### config.mk
export PLATFORM = sky130hd
export DESIGN_NAME = sdram_cmd_queue
export DESIGN_NICKNAME = d
export VERILOG_FILES = /design/src/rtl/sdram_cmd_queue.sv
export SDC_FILE = /design/constraint.sdc
export NUM_CORES = 1
export LEC_CHECK = 0
export ABC_CLOCK_PERIOD_IN_PS = 3400
export BUFFER_PORTS_ARGS = -buffer_cell sky130_fd_sc_hd__buf_2
export CORE_MARGIN = 2
export CORE_UTILIZATION = 47
export CTS_CLUSTER_DIAMETER = 50
export DETAILED_ROUTE_END_ITERATION = 7
export MAX_ROUTING_LAYER = met4
export PLACE_DENSITY = 0.75
export SLEW_MARGIN = 15
export SYNTH_ARGS = -nofsm -noshare
export SYNTH_HDL_FRONTEND = slang
export SYNTH_SLANG_ARGS = --single-unit
### constraint.sdc
create_clock -name clk -period 3.4 [get_ports clk]
set_clock_uncertainty 0.15 [all_clocks]
set_input_delay 0.51 -clock clk [delete_from_list [all_inputs] [get_ports clk]]
set_output_delay 0.51 -clock clk [all_outputs]
set_load 0.005 [all_outputs]
### src/rtl/sdram_cmd_queue.sv
// sdram_cmd_queue
// Command front-end for port 0 of the sdram controller. Client read/write
// commands arrive on a valid/ready stream and are buffered in a DEPTH-entry
// FIFO. They are issued one at a time on the controller's level-held
// p0_* request/ready handshake. Read data returns as a one-cycle rsp_valid
// pulse.
//
// Ports
//   clk, reset     : single clock; synchronous active-high reset
//   init_complete  : controller finished init; nothing is issued before it
//   cmd_valid/ready: client command handshake (push on valid && ready)
//   cmd_we/addr/data/byte_en : command fields (data ignored for reads)
//   rsp_valid      : one-cycle pulse when a read completes
//   rsp_data       : last read data, held until the next read completes
//   level          : FIFO occupancy
//   p0_addr/data/byte_en : registered request fields, zero when no strobe
//   p0_wr_req/rd_req     : request strobes, mutually exclusive
//   p0_ready       : controller idle / operation complete
//   p0_q           : controller read data
module sdram_cmd_queue #(
    parameter int DEPTH      = 4,
    parameter int ADDR_WIDTH = 21,
    parameter int DATA_WIDTH = 32
) (
    input  logic                      clk,
    input  logic                      reset,
    input  logic                      init_complete,
    input  logic                      cmd_valid,
    output logic                      cmd_ready,
    input  logic                      cmd_we,
    input  logic [ADDR_WIDTH-1:0]     cmd_addr,
    input  logic [DATA_WIDTH-1:0]     cmd_data,
    input  logic [3:0]                cmd_byte_en,
    output logic                      rsp_valid,
    output logic [DATA_WIDTH-1:0]     rsp_data,
    output logic [$clog2(DEPTH):0]    level,
    output logic [ADDR_WIDTH-1:0]     p0_addr,
    output logic [DATA_WIDTH-1:0]     p0_data,
    output logic [3:0]                p0_byte_en,
    output logic                      p0_wr_req,
    output logic                      p0_rd_req,
    input  logic                      p0_ready,
    input  logic [DATA_WIDTH-1:0]     p0_q
);

    localparam int PTR_W = $clog2(DEPTH);
    localparam int LVL_W = PTR_W + 1;

    typedef enum logic [1:0] {
        IDLE = 2'd0,
        REQ  = 2'd1,
        BUSY = 2'd2
    } state_t;

    state_t state, state_nxt;

    // FIFO storage carries no reset; only pointers and count do.
    logic                  fifo_we      [DEPTH];
    logic [ADDR_WIDTH-1:0] fifo_addr    [DEPTH];
    logic [DATA_WIDTH-1:0] fifo_data    [DEPTH];
    logic [3:0]            fifo_byte_en [DEPTH];

    logic [PTR_W-1:0] wr_ptr;
    logic [PTR_W-1:0] rd_ptr;
    logic [LVL_W-1:0] count;

    logic full;
    logic empty;
    logic push;
    logic pop;
    logic issue;
    logic done;
    logic start_ok;
    logic is_read;

    // Full is taken from the registered count only, so a pop in the same
    // cycle never lets a push through a full FIFO.
    assign full      = (count == LVL_W'(DEPTH));
    assign empty     = (count == '0);
    assign cmd_ready = !full;
    assign push      = cmd_valid && !full;
    assign level     = count;

    always_ff @(posedge clk) begin
        if (reset) begin
            wr_ptr <= '0;
            rd_ptr <= '0;
            count  <= '0;
        end else begin
            // Pointers are PTR_W bits wide, so wrap modulo DEPTH is implicit.
            if (push) wr_ptr <= wr_ptr + 1'b1;
            if (pop)  rd_ptr <= rd_ptr + 1'b1;
            case ({push, pop})
                2'b10:   count <= count + 1'b1;
                2'b01:   count <= count - 1'b1;
                default: count <= count;
            endcase
        end
    end

    always_ff @(posedge clk) begin
        if (push) begin
            fifo_we[wr_ptr]      <= cmd_we;
            fifo_addr[wr_ptr]    <= cmd_addr;
            fifo_data[wr_ptr]    <= cmd_data;
            fifo_byte_en[wr_ptr] <= cmd_byte_en;
        end
    end

    // Issue FSM: state register
    always_ff @(posedge clk) begin
        if (reset) state <= IDLE;
        else       state <= state_nxt;
    end

    assign start_ok = !empty && init_complete && p0_ready;

    // Issue FSM: next state
    always_comb begin
        state_nxt = state;
        case (state)
            IDLE:    if (start_ok)  state_nxt = REQ;
            REQ:     if (!p0_ready) state_nxt = BUSY;
            BUSY:    if (p0_ready)  state_nxt = IDLE;
            default: state_nxt = IDLE;
        endcase
    end

    // Issue FSM: transition strobes driving the registered outputs
    always_comb begin
        issue = 1'b0;
        pop   = 1'b0;
        done  = 1'b0;
        case (state)
            IDLE:    issue = start_ok;
            REQ:     pop   = !p0_ready;
            BUSY:    done  = p0_ready;
            default: ;
        endcase
    end

    always_ff @(posedge clk) begin
        if (reset) begin
            p0_addr    <= '0;
            p0_data    <= '0;
            p0_byte_en <= '0;
            p0_wr_req  <= 1'b0;
            p0_rd_req  <= 1'b0;
            is_read    <= 1'b0;
            rsp_valid  <= 1'b0;
            rsp_data   <= '0;
        end else begin
            rsp_valid <= 1'b0;
            if (issue) begin
                p0_addr    <= fifo_addr[rd_ptr];
                p0_data    <= fifo_data[rd_ptr];
                p0_byte_en <= fifo_byte_en[rd_ptr];
                p0_wr_req  <= fifo_we[rd_ptr];
                p0_rd_req  <= !fifo_we[rd_ptr];
            end else if (pop) begin
                // Controller has taken the request; fields go quiet and we
                // remember whether a read response is owed.
                p0_addr    <= '0;
                p0_data    <= '0;
                p0_byte_en <= '0;
                p0_wr_req  <= 1'b0;
                p0_rd_req  <= 1'b0;
                is_read    <= p0_rd_req;
            end
            if (done && is_read) begin
                rsp_valid <= 1'b1;
                rsp_data  <= p0_q;
            end
        end
    end

endmodule
-- Yosys cells after proc, flatten, opt, wreduce, memory -nomap -nowiden
Memory sizes are Yosys's and may differ from the RTL's. A register that Yosys moved wholly into a read port is not among the register bits.
Cells that the tools add are included.
W data, S select, Z words.
- bits in registers: 102
- bits in writable memories: 232
- input port bits: 95
- output and inout port bits: 96
- word-level logic and storage cells: 71
- memories kept: 4
- $add $sub $neg: 4
- equal/unequal tests: 8
- muxes and demuxes: 28
- bitwise gates (word level): 1
- reductions and logical operators: 14
- memory list (memory ; words ; bits a word ; rd ports ; clocked after Yosys merged registers in ; write ports ; RTL line ; source):
    fifo_data ; 4 ; 32 ; 1 ; 1 ; 1 ; 60 ; logic [DATA_WIDTH-1:0] fifo_data [DEPTH];
    fifo_addr ; 4 ; 21 ; 1 ; 1 ; 1 ; 59 ; logic [ADDR_WIDTH-1:0] fifo_addr [DEPTH];
    fifo_byte_en ; 4 ; 4 ; 1 ; 1 ; 1 ; 61 ; logic [3:0] fifo_byte_en [DEPTH];
    fifo_we ; 4 ; 1 ; 1 ; 1 ; 1 ; 58 ; logic fifo_we [DEPTH];
- operator list (operator ; number):
    $mux W32 ; 2
    $mux W21 ; 2
    $mux W2 ; 11
    $mux W1 ; 9
    $mux W4 ; 2
    $ne A2 B2 Y1 const B ; 3
    $pmux W2 S3 ; 1
    $pmux W3 S2 ; 1
    $add A2 B1 Y2 const B ; 2
    $eq A2 B1 Y1 const B ; 2
    $eq A2 B2 Y1 const B ; 2
    $logic_and A1 B1 Y1 ; 4
    $logic_not A1 Y1 ; 4
    $reduce_bool A2 Y1 ; 2
    $add A3 B1 Y3 const B ; 1
    $eq A3 B3 Y1 const B ; 1
    $logic_not A3 Y1 ; 1
    $reduce_and A3 Y1 ; 1
    $sub A3 B1 Y3 const B ; 1
    $logic_not A2 Y1 ; 1
    $reduce_and A2 Y1 ; 1
    $not A1 Y1 ; 1

-- Logic depth before layout (Yosys ltp)
- word-level depth: 7
- mapped depth: 8
- mapped depth without buffers: 7

-- Worst setup path before layout
OpenSTA, ideal clock, no wires.
- kind: flip-flop to flip-flop
- from: reg count[0] (netlist: level[0])
- to: mem fifo_addr[0][0], enable pin
- data arrival time: 2279 ps
- setup slack: 549 ps
- cell stages (with the launch flop): 4
- path through: dfxtp_1 > or3b_2 > clkbuf_1 > and3_1
- word-level cells in the longest chain between the ends: 5
- RTL lines (element ; RTL line ; source):
    from (decl) ; 65 ; logic [LVL_W-1:0] count;
    from (signal assigned) ; 94 ; 2'b10: count <= count + 1'b1;
    from (signal assigned) ; 95 ; 2'b01: count <= count - 1'b1;
    from (signal assigned) ; 96 ; default: count <= count;
    $eq A3 B3 Y1 ; 78 ; assign full = (count == LVL_W'(DEPTH));
    $logic_not A1 Y1 ; -- ;
    net cmd_ready ; 29 ; output logic cmd_ready,
    $logic_and A1 B1 Y1 ; 81 ; assign push = cmd_valid && !full;
    $mux W1 ; 102 ; if (push) begin
    $mux W1 (implied by the code) ; 104 ; fifo_addr[wr_ptr] <= cmd_addr;
    to (decl) ; 59 ;
The timed path passes the listed nets, and every way through them passes these cells.

-- Worst setup path after layout
- from: reg count[0] (netlist: level[0])
- to: out cmd_ready
- word-level cells in the longest chain between the ends: 2
- RTL lines (element ; RTL line ; source):
    $eq A3 B3 Y1 ; 78 ;
    $logic_not A1 Y1 ; 80 ; assign cmd_ready = !full;
    to (decl) ; 29 ;
No other way between the ends.

==> flow_summary.ini <==
[timing]
max_freq_mhz = 435
worst_pin_slew_ps = 979
fin_crit_sh = 0.676
layout_min_cycle_time_ps = 2300
tns_ps = 0
setup_viol = 0
relSlewSlack = 0.347
rsz0062_at_grt = false
final_max_slew_viol_count = 0
hold_viol_final = 0

[worst_setup_path]
crit_arrival_ps = 1640
r2r_end = p0_addr[20]
end_kind = output port
reg2reg_from = state[1]
critPathMaxFanout = 10
critPathRequiredTime_ps = 2740
start_kind = register
crit_type = register to output port
r2r_slack_ps = 1160
crit_start = level[0]
rr_worst_depth = 4

[run]
maxCapViolations = 0

[die]
row_count = 58
io_pins = 191
die_width_um = 163
die_h_um = 163
dieArea_um2 = 26500
initial_core_util = 0.475
core_um2 = 25000

[clock_tree]
clk_latency_ps = 510
cts_buffers = 37
cts_resized = 0
cts_tree = built
cts.sinks = 336
path_clk_slew_ps = 60
post_cts_buffers = 0
clock-root-buffer = clkbuf_16
hold_buffers = 0
ctsHtreeMaxLevel = 2
clockBufferDepth = 3

[run_status]
status = finished clean

[global_route]
grt_usage = 0.175
grt_pass1_vias = 6315
antenna_found_initial = 2
grt_pass1_wl_um = 34400
overflow = 0
grt_max_degree = 59

[cells_and_area]
finish.utilization = 0.575
drive_above_1_share = 0.378
multiInputGateArea_um2 = 2620
fillerInstances = 1884
synthToLayoutAreaGrowth_pct = 21.2
seqCellArea_um2 = 9060
fin_nets = 937

[route]
drt-pass1-iter-count = 5
ant_nets = 0
wl_per_cell_um = 18.9
drtIter0Drc = 371
drt_wl_total_um = 22600
avgViaCountPerCell = 5.28
drc = 0
num_vias = 6316

[synth]
syn_area_per_cell_um2 = 18.5
synth_fp_nets = 741
seq_area_frac_synth = 0.763
synth_top_area_cell = edfxtp_1
synth_cells = 640
synth-seq-cells = 336
synthFlopType = edfxtp_1
synth_area_um2 = 11900
synth_edf_count = 232
synth_warnings = 0
synth_top_area_share = 0.588
synthTopCellsByCount = 232 x edfxtp_1, 104 x dfxtp_1, 65 x nand2_1, 59 x a22o_1, 58 x mux4_2
asyncSetResetFlopFracSynth = 0
synthTopCellsByArea = edfxtp_1 59%, dfxtp_1 18%, mux4_2 11%, a22o_1 4.4%, nand2_1 2.1%
yosysMostFrequentCell = edfxtp_1
ys_types = 35

[min_path]
hp-start = cmd_addr[13]
hold_end = fifo_addr[1][13]
worstHoldPathType = primary input to register
whs_path_depth = 1

[power]
pwr-share-seq = 0.514
p_int_mw = 7.12
p_leak_nw = 5.23
clockPowerShare = 0.438
swShare = 0.205
power.share.combinational = 0.048
max-vdd-ir-drop_mv = 0.405
p_sw_mw = 1.83
powerDensity_nw_per_um2 = 623

[place]
dp_hpwl_um = 12700
io_buffer_count = 190
place_congestion = 0.751
kinds of logic (layout without fill, tap and decap cells):
| group | Yosys count | count (layout) | share of synthesized area |
|---|---|---|---|
| AO/OA/AOI/OAI | 99 | 99 | 0.0619 |
| adder cells (fa/ha/maj) | 6 | 6 | 0.00697 |
| other | 0 | 3 | 0 |
| multiplexers | 60 | 60 | 0.112 |
| AND/OR/NAND/NOR | 89 | 89 | 0.0340 |
| flip-flops | 336 | 336 | 0.763 |
| XOR/XNOR | 5 | 5 | 0.00369 |
| buffers and inverters | 45 | 269 | 0.0183 |
cell usage in the layout (no fill, tap or decap), types with 7 or more instances in the layout:
cell	synthesis	routed
a21oi_1	35	35
a22o_1	59	59
buf_2	16	190
buf_4	1	7
clkbuf_1	18	7
clkbuf_16	0	39
dfxtp_1	104	102
edfxtp_1	232	232
mux4_2	58	58
nand2_1	65	65
nor2_1	8	8
stage by stage:
step	area (µm²)	hold slack (ps)	std cells	total power, mW	setup slack [ps]
2_1_floorplan	11900	303	640	4.92	549
3_3_place_gp	13100	289	1127	5.11	951
3_5_place_dp	13100	295	1127	5.13	882
4_1_cts	14400	35.8	1194	9.05	1090
5_1_grt	14400	44.3	1196	9.28	1030
6_report	14400	63.7	1197	8.95	1100
worst max-delay path by stage:
| stage | endpoint | slack, ps | cells after the start |
|---|---|---|---|
| after CTS | cmd_ready | 1090 | 2 |
| after global placement | p0_data[31] | 950 | 5 |
| after detailed placement | p0_addr[3] | 880 | 5 |
| final | cmd_ready | 1100 | 2 |
| after floorplan | fifo_addr[0][0] | 550 | 3 |
| after global routing | p0_addr[2] | 1030 | 4 |
per-layer routing:
metal | wire length, µm | global-route usage | part of all wire
met1 | 9600 | 0.219 | 0.42
met4 | 348 | 0.0451 | 0.015
met5 | 0 | - | 0
met3 | 1560 | 0.0407 | 0.069
met2 | 11100 | 0.291 | 0.49
state kept, by name, summed over array words and instances, names as in the netlist, named ones only:
signal        flops
p0_byte_en        4
wr_ptr            2
p0_wr_req         1
state             2
p0_data          32
fifo_addr        84
fifo_we           4
rd_ptr            2
fifo_byte_en     16
rsp_valid         1
p0_addr          21
fifo_data       128
level             3
rsp_data         32
is_read           1
p0_rd_req         1
cell type report:
class | instances | share of cell area
well taps | 330 | 0.0288
repair buffers | 198 | 0.0713
flip-flops and latches | 336 | 0.631
diodes | 3 | 0.000523
multi-input cells | 259 | 0.182
clock inverters | 16 | 0.0110
clock buffers | 51 | 0.0746
inverters | 4 | 0.00105
critical path, cell delays in order (launching register included):
cell,delay [ps]
dfxtp_1,360
or3b_2,600
buf_2,180
power groups by stage:
stage	registers, mW	clock network (mW)	logic (mW)
4_1_cts	4.60	4.01	0.441
5_1_grt	4.61	4.19	0.474
3_5_place_dp	4.68	0	0.441
6_report	4.60	3.92	0.430
2_1_floorplan	4.67	0	0.245
3_3_place_gp	4.68	0	0.430
Note: power is estimated with default switching activity, not from simulation.
